**config.mk**
```make
export PLATFORM = sky130hd
export DESIGN_NAME = clk_rst_ctrl
export DESIGN_NICKNAME = d
export VERILOG_FILES = /design/src/rtl/clk_rst_pkg.sv /design/src/rtl/sync_2ff.sv /design/src/rtl/clk_rst_ctrl.sv
export SDC_FILE = /design/constraint.sdc
export NUM_CORES = 1
export LEC_CHECK = 0
export CAP_MARGIN = 20
export CELL_PAD_IN_SITES_DETAIL_PLACEMENT = 1
export CELL_PAD_IN_SITES_GLOBAL_PLACEMENT = 2
export CORE_ASPECT_RATIO = 1.1
export CORE_MARGIN = 2
export CORE_UTILIZATION = 32
export CTS_BUF_LIST = sky130_fd_sc_hd__clkbuf_8
export CTS_CLUSTER_DIAMETER = 60
export DETAILED_ROUTE_END_ITERATION = 12
export HOLD_SLACK_MARGIN = 0.12
export PLACE_DENSITY = 0.76
export SYNTH_ARGS = -nofsm -noshare
export SYNTH_HDL_FRONTEND = slang
export SYNTH_HIERARCHICAL = 1
export SYNTH_SLANG_ARGS = --single-unit
```
**constraint.sdc**
```tcl
create_clock -name sys_clk -period 1.9 [get_ports sys_clk]
set_clock_uncertainty 0.2 [all_clocks]
set_input_delay 0.57 -clock sys_clk [delete_from_list [all_inputs] [get_ports sys_clk]]
set_output_delay 0.57 -clock sys_clk [all_outputs]
set_load 0.1 [all_outputs]
```
**src/rtl/clk_rst_pkg.sv**
```systemverilog
// Shared types and defaults for the clock-wizard reset/lock supervisor.
// Holds the state encoding, default timing constants and the timer-width helper.
package clk_rst_pkg;

  typedef enum logic [2:0] {
    StPllRst   = 3'd0,
    StWaitLock = 3'd1,
    StStable   = 3'd2,
    StRelease  = 3'd3,
    StRun      = 3'd4
  } state_e;

  localparam int unsigned DefPllRstCycles = 16;
  localparam int unsigned DefLockTimeout  = 4096;
  localparam int unsigned DefStableCycles = 1024;
  localparam int unsigned DefNumStages    = 3;
  localparam int unsigned DefStageGap     = 16;
  localparam int unsigned DefCntW         = 8;

  // Wide enough to hold the largest timing parameter with a bit of headroom.
  function automatic int unsigned timer_width(input int unsigned pll_rst_cycles,
                                              input int unsigned lock_timeout,
                                              input int unsigned stable_cycles,
                                              input int unsigned stage_gap);
    int unsigned max_v;
    max_v = pll_rst_cycles;
    if (lock_timeout > max_v) max_v = lock_timeout;
    if (stable_cycles > max_v) max_v = stable_cycles;
    if (stage_gap > max_v) max_v = stage_gap;
    return $clog2(max_v) + 1;
  endfunction

endpackage

```
**src/rtl/sync_2ff.sv**
```systemverilog
// Single-bit two-flop synchronizer with asynchronous active-low reset to 0.
module sync_2ff (
  input  logic clk_i,
  input  logic rst_ni,
  input  logic d_i,
  output logic q_o
);

  logic meta_q;
  logic sync_q;

  always_ff @(posedge clk_i or negedge rst_ni) begin
    if (!rst_ni) begin
      meta_q <= 1'b0;
      sync_q <= 1'b0;
    end else begin
      meta_q <= d_i;
      sync_q <= meta_q;
    end
  end

  assign q_o = sync_q;

endmodule

```
**src/rtl/clk_rst_ctrl.sv**
```systemverilog
// Reset/lock supervisor for a clock wizard: pulses the PLL reset, qualifies lock,
// then releases staged active-low resets in order and tears them down on lock loss.
module clk_rst_ctrl
  import clk_rst_pkg::*;
#(
  parameter int unsigned PLL_RST_CYCLES = DefPllRstCycles,
  parameter int unsigned LOCK_TIMEOUT   = DefLockTimeout,
  parameter int unsigned STABLE_CYCLES  = DefStableCycles,
  parameter int unsigned NUM_STAGES     = DefNumStages,
  parameter int unsigned STAGE_GAP      = DefStageGap,
  parameter int unsigned CNT_W          = DefCntW
) (
  input  logic                  sys_clk,
  input  logic                  sys_rst_n,
  input  logic                  pll_locked,
  input  logic                  clr_err,
  output logic                  pll_rst,
  output logic [NUM_STAGES-1:0] rst_n_out,
  output logic                  sys_ready,
  output logic                  lock_err,
  output logic [CNT_W-1:0]      loss_cnt,
  output logic [2:0]            fsm_state
);

  localparam int unsigned TmrW = timer_width(PLL_RST_CYCLES, LOCK_TIMEOUT, STABLE_CYCLES,
                                             STAGE_GAP);
  localparam int unsigned StgW = 4;

  typedef logic [TmrW-1:0] tmr_t;
  typedef logic [StgW-1:0] stg_t;

  localparam tmr_t PllRstLast  = tmr_t'(PLL_RST_CYCLES - 1);
  localparam tmr_t TimeoutLast = tmr_t'(LOCK_TIMEOUT - 1);
  localparam tmr_t StableLast  = tmr_t'(STABLE_CYCLES - 1);
  localparam tmr_t GapLast     = tmr_t'(STAGE_GAP - 1);
  localparam stg_t StgAll      = stg_t'(NUM_STAGES);

  logic locked_s;

  state_e                state_q, state_d;
  tmr_t                  timer_q, timer_d;
  stg_t                  stage_q, stage_d;
  logic                  pll_rst_q, pll_rst_d;
  logic [NUM_STAGES-1:0] rst_n_out_q, rst_n_out_d;
  logic                  sys_ready_q, sys_ready_d;
  logic                  lock_err_q, lock_err_d;
  logic [CNT_W-1:0]      loss_cnt_q, loss_cnt_d;
  logic                  lock_err_set;
  logic                  loss_inc;
  logic                  release_now;

  sync_2ff u_lock_sync (
    .clk_i  (sys_clk),
    .rst_ni (sys_rst_n),
    .d_i    (pll_locked),
    .q_o    (locked_s)
  );

  always_comb begin
    state_d      = state_q;
    timer_d      = timer_q + 1'b1;
    stage_d      = stage_q;
    rst_n_out_d  = rst_n_out_q;
    lock_err_d   = lock_err_q;
    loss_cnt_d   = loss_cnt_q;
    lock_err_set = 1'b0;
    loss_inc     = 1'b0;
    release_now  = 1'b0;

    unique case (state_q)
      StPllRst: begin
        if (timer_q == PllRstLast) state_d = StWaitLock;
      end
      StWaitLock: begin
        if (locked_s) begin
          state_d = StStable;
        end else if (timer_q == TimeoutLast) begin
          state_d      = StPllRst;
          lock_err_set = 1'b1;
        end
      end
      StStable: begin
        if (!locked_s) begin
          state_d = StWaitLock;
        end else if (timer_q == StableLast) begin
          state_d = StRelease;
        end
      end
      StRelease: begin
        if (!locked_s) begin
          state_d  = StPllRst;
          loss_inc = 1'b1;
        end else if (stage_q == '0) begin
          // First edge spent in RELEASE frees stage 0 without waiting a gap.
          release_now = 1'b1;
        end else if (timer_q == GapLast) begin
          if (stage_q == StgAll) state_d = StRun;
          else release_now = 1'b1;
        end
      end
      StRun: begin
        timer_d = '0;
        if (!locked_s) begin
          state_d  = StPllRst;
          loss_inc = 1'b1;
        end
      end
      default: state_d = StPllRst;
    endcase

    if (release_now) begin
      for (int unsigned i = 0; i < NUM_STAGES; i++) begin
        if (stage_q == stg_t'(i)) rst_n_out_d[i] = 1'b1;
      end
      stage_d = stage_q + 1'b1;
      timer_d = '0;
    end

    if (state_d != state_q) timer_d = '0;

    // Stage resets may only be released while sequencing or running.
    if (state_d != StRelease && state_d != StRun) begin
      rst_n_out_d = '0;
      stage_d     = '0;
    end

    pll_rst_d   = (state_d == StPllRst);
    sys_ready_d = (state_d == StRun);

    if (clr_err) begin
      lock_err_d = 1'b0;
      loss_cnt_d = '0;
    end else begin
      if (lock_err_set) lock_err_d = 1'b1;
      if (loss_inc && loss_cnt_q != '1) loss_cnt_d = loss_cnt_q + 1'b1;
    end
  end

  always_ff @(posedge sys_clk or negedge sys_rst_n) begin
    if (!sys_rst_n) begin
      state_q     <= StPllRst;
      timer_q     <= '0;
      stage_q     <= '0;
      pll_rst_q   <= 1'b1;
      rst_n_out_q <= '0;
      sys_ready_q <= 1'b0;
      lock_err_q  <= 1'b0;
      loss_cnt_q  <= '0;
    end else begin
      state_q     <= state_d;
      timer_q     <= timer_d;
      stage_q     <= stage_d;
      pll_rst_q   <= pll_rst_d;
      rst_n_out_q <= rst_n_out_d;
      sys_ready_q <= sys_ready_d;
      lock_err_q  <= lock_err_d;
      loss_cnt_q  <= loss_cnt_d;
    end
  end

  assign pll_rst   = pll_rst_q;
  assign rst_n_out = rst_n_out_q;
  assign sys_ready = sys_ready_q;
  assign lock_err  = lock_err_q;
  assign loss_cnt  = loss_cnt_q;
  assign fsm_state = state_q;

endmodule

```
* After elaboration in Yosys (flattened, before gate mapping) *
Index checks and enable logic that the tools add are counted.

word-level totals
  register bits after elaboration = 36
  input port bits = 4

operators by class
  add/sub/neg operators = 3
  equal/unequal tests = 15
  mux-type cells = 35
  reduce and logical (&&, ||, !) cells = 15

operators with widths
  kind                     number
  $mux W13                 3
  $mux W3                  12
  $mux W8                  2
  $mux W1                  15
  $pmux W3 S5              1
  $add A13 B1 Y13 const B  1
  $eq A13 B10 Y1 const B   1
  $eq A13 B12 Y1 const B   1
  $eq A13 B4 Y1 const B    1
  $reduce_bool A2 Y1       6
  $add A8 B1 Y8 const B    1
  $eq A4 B2 Y1 const B     2
  $mux W4                  2
  $ne A8 B8 Y1 const B     1
  $eq A3 B2 Y1 const B     2
  $eq A3 B3 Y1 const B     2
  $logic_not A3 Y1         2
  $reduce_and A2 Y1        3
  $add A4 B1 Y4 const B    1
  $eq A4 B1 Y1 const B     1
  $logic_not A4 Y1         1
  $eq A3 B1 Y1 const B     1
  $ne A3 B2 Y1 const B     1
  $ne A3 B3 Y1             1
  other kinds (3)          4

* Longest topological paths before layout *
Gate-level depths: netlist (run 1).

  depth after elaboration = 10
  gate-level depth with buffers = 8
  mapped depth without buffers = 7

* Hierarchy *
The synthesis (run 1) kept the hierarchy.

by module, submodules not included
  module        times used  cells each  area an instance (sq um)  seq. area each (sq um)
  clk_rst_ctrl  1           216         2082.0                    852.1
  sync_2ff      1           2           50.0                      50.0

* Least setup slack after synthesis (run 1) *
OpenSTA, ideal clock, no wires.

  kind = register to register
  from = register state_q[0] (netlist: fsm_state[0])
  to = register rst_n_out_q[2] (netlist: rst_n_out[2])
  setup time = 0.094 ns
  arrival time = 2.390 ns
  path slack = -0.783 ns
  cell stages (with the launch flop) = 7
  path buffers = 1
  path through = dfrtp_1 > and4b_1 > buf_4 > and3_4 > a31oi_4 > or4b_1 > a221oi_2

between the ends
  longest elaborated chain between the ends = 9
  elaborated cells between the ends (all ways) = 24

RTL lines
  item                                                 line                 RTL
  start, declared                                      clk_rst_ctrl.sv:40   state_e state_q, state_d;
  start signal, assigned                               clk_rst_ctrl.sv:141  state_q <= StPllRst;
  start signal, assigned                               clk_rst_ctrl.sv:150  state_q <= state_d;
  $mux W3                                              clk_rst_ctrl.sv:97   if (stage_q == StgAll) state_d = StRun;
  $mux W3                                              clk_rst_ctrl.sv:96   end else if (timer_q == GapLast) begin
  $mux W3                                              clk_rst_ctrl.sv:93   end else if (stage_q == '0) begin
  $mux W3                                              clk_rst_ctrl.sv:90   if (!locked_s) begin
  $pmux W3 S5                                          clk_rst_ctrl.sv:70   unique case (state_q)
  $ne A3 B2 Y1 / $ne A3 B3 Y1 (equally long branches)  clk_rst_ctrl.sv:122  if (state_d != StRelease && state_d != StRun) begin
  $logic_and A1 B1 Y1                                  clk_rst_ctrl.sv:122
  $reduce_bool A2 Y1 (no source line)                  --
  $reduce_and A2 Y1 (no source line)                   --
  end signal, assigned                                 clk_rst_ctrl.sv:154  rst_n_out_q <= rst_n_out_d;
  end, declared                                        clk_rst_ctrl.sv:44   logic [NUM_STAGES-1:0] rst_n_out_q, rst_n_out_d;

Several ways; a longest one is shown, not always the timed one.
A chain may end at the register's enable or synchronous reset.

* Worst setup path after layout (run 1) *
  from = register timer_q[5]
  to = register rst_n_out_q[1] (netlist: rst_n_out[1])

between the ends
  longest elaborated chain between the ends = 9
  elaborated cells between the ends (all ways) = 23

RTL lines
  item                                                 line                                    RTL
  start, declared                                      clk_rst_ctrl.sv:41                      tmr_t timer_q, timer_d;
  start signal, assigned                               clk_rst_ctrl.sv:151                     timer_q <= timer_d;
  $eq A13 B4 Y1                                        clk_rst_ctrl.sv:72, clk_rst_ctrl.sv:96
  $mux W3                                              clk_rst_ctrl.sv:96
  $mux W3                                              clk_rst_ctrl.sv:93
  $mux W3                                              clk_rst_ctrl.sv:90
  $pmux W3 S5                                          clk_rst_ctrl.sv:70
  $ne A3 B2 Y1 / $ne A3 B3 Y1 (equally long branches)  clk_rst_ctrl.sv:122
  $logic_and A1 B1 Y1                                  clk_rst_ctrl.sv:122
  $reduce_bool A2 Y1 (no source line)                  --
  $reduce_and A2 Y1 (no source line)                   --

Several ways; a longest one is shown, not always the timed one.

==> results of run 1 <==
## routing by layer
| layer | up-vias | part of all wire, % | GRT usage (%) |
|---|---|---|---|
| met5 | - | 0 | 0 |
| met4 | 0 | 1.6 | 6.52 |
| met3 | 10 | 2.1 | 3.80 |
| met2 | 25 | 53 | 37.3 |
| met1 | 1037 | 43 | 25.6 |
| li1 | 959 | - | - |
## worst max-delay path, cell delays in order (launching register included)
cell and delay, ns:
sky130_fd_sc_hd__dfrtp_1 0.42, sky130_fd_sc_hd__nor4_4 0.35, sky130_fd_sc_hd__nand4_1 0.19, sky130_fd_sc_hd__o31ai_1 0.32, sky130_fd_sc_hd__and4_4 0.35, sky130_fd_sc_hd__buf_12 0.12
sky130_fd_sc_hd__buf_16 0.12, sky130_fd_sc_hd__a221oi_4 0.06
## final cells by class
type / instances / area (um^2) / area share, %
multi-input combinational: 161 / 1290 / 37.4
timing repair buffer: 88 / 985 / 28.5
sequential: 36 / 923 / 26.7
tap: 82 / 103 / 2.97
clock buffer: 5 / 68.8 / 1.99
inverter: 11 / 48.8 / 1.41
clock inverter: 3 / 38.8 / 1.12
## final timing paths
check                                    from              end  depth (start not counted)
setup / recovery                   timer_q[5]     rst_n_out[1]                          7
hold / removal             u_lock_sync/meta_q  u_lock_sync/q_o                          0
setup reg to reg                   timer_q[5]     rst_n_out[1]                          7
hold reg to reg            u_lock_sync/meta_q  u_lock_sync/q_o                          0
max in group asynchronous           sys_rst_n      loss_cnt[1]                          3
min in group asynchronous           sys_rst_n      loss_cnt[6]                          2
## power by group through the flow
| stage | Clock [mW] | Sequential, mW | Combinational [mW] |
|---|---|---|---|
| 2_1_floorplan | 0 | 1.15 | 0.646 |
| 3_3_place_gp | 0 | 0.955 | 1.34 |
| 3_5_place_dp | 0 | 0.967 | 1.37 |
| 4_1_cts | 0.689 | 0.955 | 1.69 |
| 5_1_grt | 0.723 | 0.966 | 1.85 |
| 6_report | 0.676 | 0.956 | 1.74 |
## sequential cells by signal, indices dropped and copies added (netlist names), 3 cells and up
register / flops
fsm_state: 3
loss_cnt: 8
stage_q: 4
timer_q: 13
rst_n_out: 3
## kinds of logic (layout without fill, tap and decap cells)
logic type / count (synthesis) / in the layout
adder cells (fa/ha/maj): 6 / 6
flip-flops: 36 / 36
XOR/XNOR: 20 / 20
AO/OA/AOI/OAI: 37 / 37
buffers and inverters: 21 / 107
AND/OR/NAND/NOR: 90 / 90
multiplexers: 8 / 8
## stage by stage
| stage | setup TNS (ns) | instances |
|---|---|---|
| finish | -8.67 | 386 |
| global route | -11.56 | 386 |
| CTS | -6.72 | 385 |
| detailed placement | -7.10 | 366 |
| global placement | -4.99 | 366 |
| floorplan | -5.98 | 218 |
## timing repair
| item | 4_1_cts | 5_1_grt |
|---|---|---|
| hold buffers | 1 | 0 |
| cloned | 2 | 0 |
| pin swaps | 21 | 14 |
| hold endpoints to repair | 15 | 0 |
| resized for setup | 31 | 17 |
| setup endpoints to repair | 33 | 35 |
| buffers inserted | 8 | 2 |
## placed cells by master, fill, tap and decap left out, types with 8 or more instances in the layout
cell / count
sky130_fd_sc_hd__nor2_1: 16
sky130_fd_sc_hd__nand2_1: 25
sky130_fd_sc_hd__buf_6: 11
sky130_fd_sc_hd__inv_1: 9
sky130_fd_sc_hd__mux2i_1: 8
sky130_fd_sc_hd__xor2_1: 12
sky130_fd_sc_hd__dfrtp_2: 8
sky130_fd_sc_hd__nand4_1: 13
sky130_fd_sc_hd__dfrtp_1: 24
sky130_fd_sc_hd__buf_12: 19
sky130_fd_sc_hd__buf_4: 52
==> qor.tcl, run 1 <==
set qor(post_synth_fa_ha_maj_area_fraction_pct) 3.52
set qor(fin_total_pwr_mw) 3.37
set qor(diodes) 0
set qor(worstSkewPairLatency_ns) 0.29
set qor(fill_cells) 715
set qor(routed_wirelength_um) 7110
set qor(slew_violations) 0
set qor(seqPwrFrac_pct) 28.4
set qor(number_of_detailed_routing_iterations_run_before_antenna_repair) 4
set qor(p_leak_nw) 1.56
set qor(criticalPathCategory) {reg -> reg}
set qor(core_region_area_um2) 6520
set qor(vias) 2031
set qor(tightest_slew_ns) 0.468
set qor(tritoncts_buffer_count) 5
set qor(synth_largest_area_cell) {sky130_fd_sc_hd__dfrtp_1}
set qor(clockRootBuffer) {sky130_fd_sc_hd__clkbuf_8}
set qor(route.detailed.wl_per_inst_um) 18.4
set qor(violations_in_the_final_reports) {setup timing}
set qor(drc) 0
set qor(cts_num_sinks) 36
set qor(synth_cell_types) 50
set qor(synth_warnings) 6
set qor(syn-cell-area_um2) 2130
set qor(syn_nets) 228
set qor(ys_seq_elements) 36
set qor(ios) 21
set qor(netlist_instances) 218
set qor(cts.path.max_buffers) 2
set qor(layout_worst_path_cycle_share_pct) 120
set qor(track_usage_pct) 20.9
set qor(worst-r2r-setup-slack_ns) -0.38
set qor(setup_viol) 33
set qor(floorplan.initialDensity_pct) 32.7
set qor(crit_arrival_ns) 2.23
set qor(design.die.area_um2) 7330
set qor(finish.utilization_pct) 53.1
set qor(buffer_ports.inserted) 20
set qor(synth_simple_gate_area_share_pct) 23.2
set qor(setup_slack_ns) -0.376
set qor(netlist.area_leader.share_pct) 41.1
set qor(floorplan.rows) 31
set qor(p_int_mw) 2.06
set qor(fraction_of_power_consumed_by_the_clock_network_pct) 20.1
set qor(post_synth_mux_area_share_pct) 3.76
set qor(fmax_mhz) 439
set qor(place_area_um2) 3030
set qor(grt.overflow.total) 0
set qor(ys_async_sr_fraction_pct) 100
set qor(syn_to_final_growth_pct) 62.3
set qor(nNetsFinal) 313
set qor(place_ws_ns) -0.343
set qor(power-per-cell-area_nw_per_um2) 973
set qor(rsz_0062_raised_after_global_routing) {true}
set qor(synth.top_cells.by_count) {35 x sky130_fd_sc_hd__dfrtp_1, 26 x sky130_fd_sc_hd__nand2_1, 16 x sky130_fd_sc_hd__nor2_1}
set qor(final_cell_area_um2) 3460
set qor(switch_share_pct) 38.7
set qor(synth_top_family_by_area) {simple AND/OR/NAND/NOR gates}
set qor(htree_levels) 2
set qor(dominantRegCellSynth) {sky130_fd_sc_hd__dfrtp_1}
set qor(drive_gt1_share_pct) 46.1
set qor(hold_violations) 0
set qor(timing.critical_path.fanout_max) 8
set qor(number_of_antenna_violations_at_the_first_check_in_global_routing) 0
set qor(max_slew_margin_pct) 68.8
set qor(maximum_number_of_pins_on_one_net_before_global_route_repair) 18
set qor(outcome) {finished, violations left}
set qor(ys_seq_area_share_pct) 42.3
set qor(synth.avg_cell_area_um2) 9.78
set qor(synth_xor_xnor_area_share_pct) 8.22
set qor(vdd_drop_max_uv) 454
set qor(floorplan.die.width_um) 81.8
set qor(grt_pass1_vias) 2196
set qor(synth-edff-count) 0
set qor(first_iter_violations) 87
set qor(timing.final.crit_period_ns) 2.28
set qor(critPathLaunchType) {flop}
set qor(cts_tree) {yes}
set qor(yosysMostFrequentCell) {sky130_fd_sc_hd__dfrtp_1}
set qor(worst_hold_slack_ns) 0.156
set qor(drv_cap) 0
set qor(cts.reportedPaths.clkPinSlew_ns) 0.08
set qor(min_path_type) {reg -> reg}
set qor(dieHeight_um) 89.6
set qor(synth.area.top_cells) {sky130_fd_sc_hd__dfrtp_1 41%, sky130_fd_sc_hd__xor2_1 5.3%, sky130_fd_sc_hd__nand2_1 4.6%}
set qor(antenna_violating_nets_post_route) 0
set qor(place.gp.congestion) 0.767
set qor(timing.critical_path.required_ns) 1.86
set qor(synth_compound_area_share_pct) 14.1
set qor(crit_path_end_kind) {flop}
set qor(vias_per_cell) 5.26
set qor(switching_power_mw) 1.30
set qor(combinational_share_of_power_pct) 51.5
set qor(hpwl_um) 4700
set qor(wire_length_of_the_first_global_routing_pass_um) 11500
Note: power is estimated with default switching activity, not from simulation.
==> run 2: changes to the inputs <==
--- a/config.mk
+++ b/config.mk
@@ -9,7 +9,7 @@
 export CELL_PAD_IN_SITES_DETAIL_PLACEMENT = 1
 export CELL_PAD_IN_SITES_GLOBAL_PLACEMENT = 2
 export CORE_ASPECT_RATIO = 1.1
-export CORE_MARGIN = 2
+export CORE_MARGIN = 4
 export CORE_UTILIZATION = 32
 export CTS_BUF_LIST = sky130_fd_sc_hd__clkbuf_8
 export CTS_CLUSTER_DIAMETER = 60
==> qor.tcl, run 2 (synthesis gave the netlist of run 1 again) <==
set qor(floorplan.initialDensity_pct) 33.8 ;# was 32.7%
set qor(tritoncts_buffer_count) 5 ;# unchanged
set qor(nNetsFinal) 321 ;# was 313
set qor(timing.critical_path.fanout_max) 7 ;# was 8
set qor(largest_register) {timer_q} ;# unchanged
set qor(fraction_of_power_consumed_by_the_clock_network_pct) 18.3 ;# was 20.1%
set qor(crit_path_end_kind) {flop} ;# unchanged
set qor(clockRootBuffer) {sky130_fd_sc_hd__clkbuf_8} ;# unchanged
set qor(timing.final.crit_period_ns) 2.24 ;# was 2.28 ns
set qor(first_iter_violations) 69 ;# was 87
set qor(fin_tns_setup_ns) -6.71 ;# was -8.67 ns
set qor(cts_num_sinks) 36 ;# unchanged
set qor(p_leak_nw) 1.57 ;# was 1.56 nW
set qor(vias_per_cell) 5.37 ;# was 5.26
set qor(fin_total_pwr_mw) 3.24 ;# was 3.37 mW
set qor(place.gp.congestion) 0.837 ;# was 0.767
set qor(setup_viol) 32 ;# was 33
set qor(mostFrequentLayoutCells) {60 x sky130_fd_sc_hd__buf_4, 24 x sky130_fd_sc_hd__nand2_1, 23 x sky130_fd_sc_hd__dfrtp_1} ;# was 52 x sky130_fd_sc_hd__buf_4, 25 x sky130_fd_sc_hd__nand2_1, 24 x sky130_fd_sc_hd__dfrtp_1
set qor(timing.critical_path.required_ns) 1.92 ;# was 1.86 ns
set qor(grt.overflow.total) 0 ;# unchanged
set qor(place_ws_ns) -0.326 ;# was -0.343 ns
set qor(antenna_violating_nets_post_route) 0 ;# unchanged
set qor(fill_cells) 670 ;# was 715
set qor(crit-reg2reg-launch) {timer_q[5]} ;# unchanged
set qor(grt_pass1_vias) 2274 ;# was 2196
set qor(critPathLaunchType) {flop} ;# unchanged
set qor(cts.reportedPaths.clkPinSlew_ns) 0.08 ;# about the same
set qor(switch_share_pct) 40.9 ;# was 38.7%
set qor(slew_violations) 0 ;# unchanged
set qor(cts_tree) {yes} ;# unchanged
set qor(setup_slack_ns) -0.342 ;# was -0.376 ns
set qor(diodes) 0 ;# unchanged
set qor(vdd_drop_max_uv) 908 ;# was 454 uV
set qor(maximum_number_of_pins_on_one_net_before_global_route_repair) 37 ;# was 18
set qor(seqPwrFrac_pct) 29.3 ;# was 28.4%
set qor(hold_path.startpoint) {u_lock_sync/meta_q} ;# unchanged
set qor(buffer_ports.inserted) 20 ;# unchanged
set qor(hold_violations) 0 ;# unchanged
set qor(dieHeight_um) 93.6 ;# was 89.6 um
set qor(ios) 21 ;# unchanged
set qor(rsz_0062_raised_after_global_routing) {true} ;# unchanged
set qor(vias) 2106 ;# was 2031
set qor(route.detailed.wl_per_inst_um) 19.3 ;# was 18.4 um
set qor(final_common_cell) {sky130_fd_sc_hd__buf_4} ;# unchanged
set qor(htree_levels) 2 ;# unchanged
set qor(track_usage_pct) 18.9 ;# was 20.9%
set qor(number_of_antenna_violations_at_the_first_check_in_global_routing) 0 ;# unchanged
set qor(power-per-cell-area_nw_per_um2) 910 ;# was 973 nW/um^2
set qor(final_cell_area_um2) 3560 ;# was 3460 um^2
set qor(drive_gt1_share_pct) 51.0 ;# was 46.1%
set qor(core_region_area_um2) 6310 ;# was 6520 um^2
set qor(wire_length_of_the_first_global_routing_pass_um) 11900 ;# was 11500 um
set qor(syn_to_final_growth_pct) 66.9 ;# was 62.3%
set qor(drc) 0 ;# unchanged
set qor(floorplan.die.width_um) 85.8 ;# was 81.8 um
set qor(hpwl_um) 4860 ;# was 4700 um
set qor(worstSkewPairLatency_ns) 0.30 ;# was 0.29 ns
set qor(number_of_detailed_routing_iterations_run_before_antenna_repair) 4 ;# unchanged
set qor(worst-r2r-cell-count) 6 ;# was 7
set qor(layout_worst_path_cycle_share_pct) 118 ;# was 120%
set qor(design.die.area_um2) 8030 ;# was 7330 um^2
set qor(criticalPathCategory) {reg -> reg} ;# unchanged
set qor(cts.path.max_buffers) 2 ;# unchanged
set qor(min_path_type) {reg -> reg} ;# unchanged
set qor(routed_wirelength_um) 7550 ;# was 7110 um
set qor(flip_flop_count_of_the_largest_register_all_copies_and_words_added) 13 ;# unchanged
set qor(p_int_mw) 1.91 ;# was 2.06 mW
set qor(combinational_share_of_power_pct) 52.3 ;# was 51.5%
set qor(place_area_um2) 3060 ;# was 3030 um^2
set qor(holdPathStages) 0 ;# unchanged
set qor(switching_power_mw) 1.33 ;# was 1.30 mW
set qor(max_slew_margin_pct) 72.6 ;# was 68.8%
set qor(crit_arrival_ns) 2.26 ;# was 2.23 ns
set qor(worst_setup_path_startpoint) {timer_q[5]} ;# unchanged
set qor(drv_cap) 0 ;# unchanged
set qor(tightest_slew_ns) 0.409 ;# was 0.468 ns
set qor(outcome) {finished, violations left} ;# unchanged
set qor(floorplan.rows) 30 ;# was 31
set qor(violations_in_the_final_reports) {setup timing} ;# unchanged
set qor(fmax_mhz) 446 ;# was 439 MHz
[run 2: worst paths after layout]
check | endpoint | slack, ns
max | timer_q[3] | -0.34
min | u_lock_sync/q_o | 0.15
max reg2reg | timer_q[3] | -0.34
min reg2reg | u_lock_sync/q_o | 0.15
max in group asynchronous | pll_rst | 0.67
min in group asynchronous | loss_cnt[6] | 0.56
[run 2: through the flow]
stage	cells	hold slack [ns]	util [%]
after global placement	368	0.137	48.5
final	392	0.151	56.4
after floorplan	218	0.0744	-
after CTS	383	0.154	53.3
after detailed placement	368	0.136	48.5
after global routing	392	0.159	56.4
[run 2: critical path: stages (launching register included)]
cell,delay [ns]
sky130_fd_sc_hd__dfrtp_1,0.42
sky130_fd_sc_hd__nor4_4,0.31
sky130_fd_sc_hd__nand4_1,0.27
sky130_fd_sc_hd__o31ai_2,0.28
sky130_fd_sc_hd__and4_4,0.30
sky130_fd_sc_hd__buf_8,0.14
sky130_fd_sc_hd__mux2i_2,0.23
[run 2: final cells by class]
type / instances / area (um^2) / area share [%]
well taps: 80 / 100 / 2.81
flip-flops and latches: 36 / 925 / 26.0
repair buffers: 96 / 1000 / 28.2
clock inverters: 2 / 10.0 / 0.281
inverters: 11 / 46.3 / 1.30
clock buffers: 6 / 82.6 / 2.32
multi-input cells: 161 / 1390 / 39.1
[run 2: metal layers]
metal	GRT usage (%)	share of wire, %
met1	22.6	41
met2	34.7	52
met3	3.08	3.6
met4	5.15	2.4
met5	0	0
[run 2: power by group through the flow]
stage                     clock network (mW)  registers, mW  logic (mW)
final                                  0.593          0.950        1.69
after global routing                   0.640          0.959        1.79
after CTS                              0.591          0.939        1.53
after detailed placement                   0          0.953        1.44
after global placement                     0          0.945        1.41
after floorplan                            0           1.15       0.646
[run 2: what timing repair did]
| item | 4_1_cts | 5_1_grt |
|---|---|---|
| endpoints found under the setup margin | 30 | 36 |
| gates resized for setup | 35 | 25 |
| pin swaps | 28 | 24 |
| hold buffers | 1 | 0 |
| gates cloned | 1 | 0 |
| buffers inserted | 6 | 9 |
| endpoints found under the hold margin | 35 | 0 |
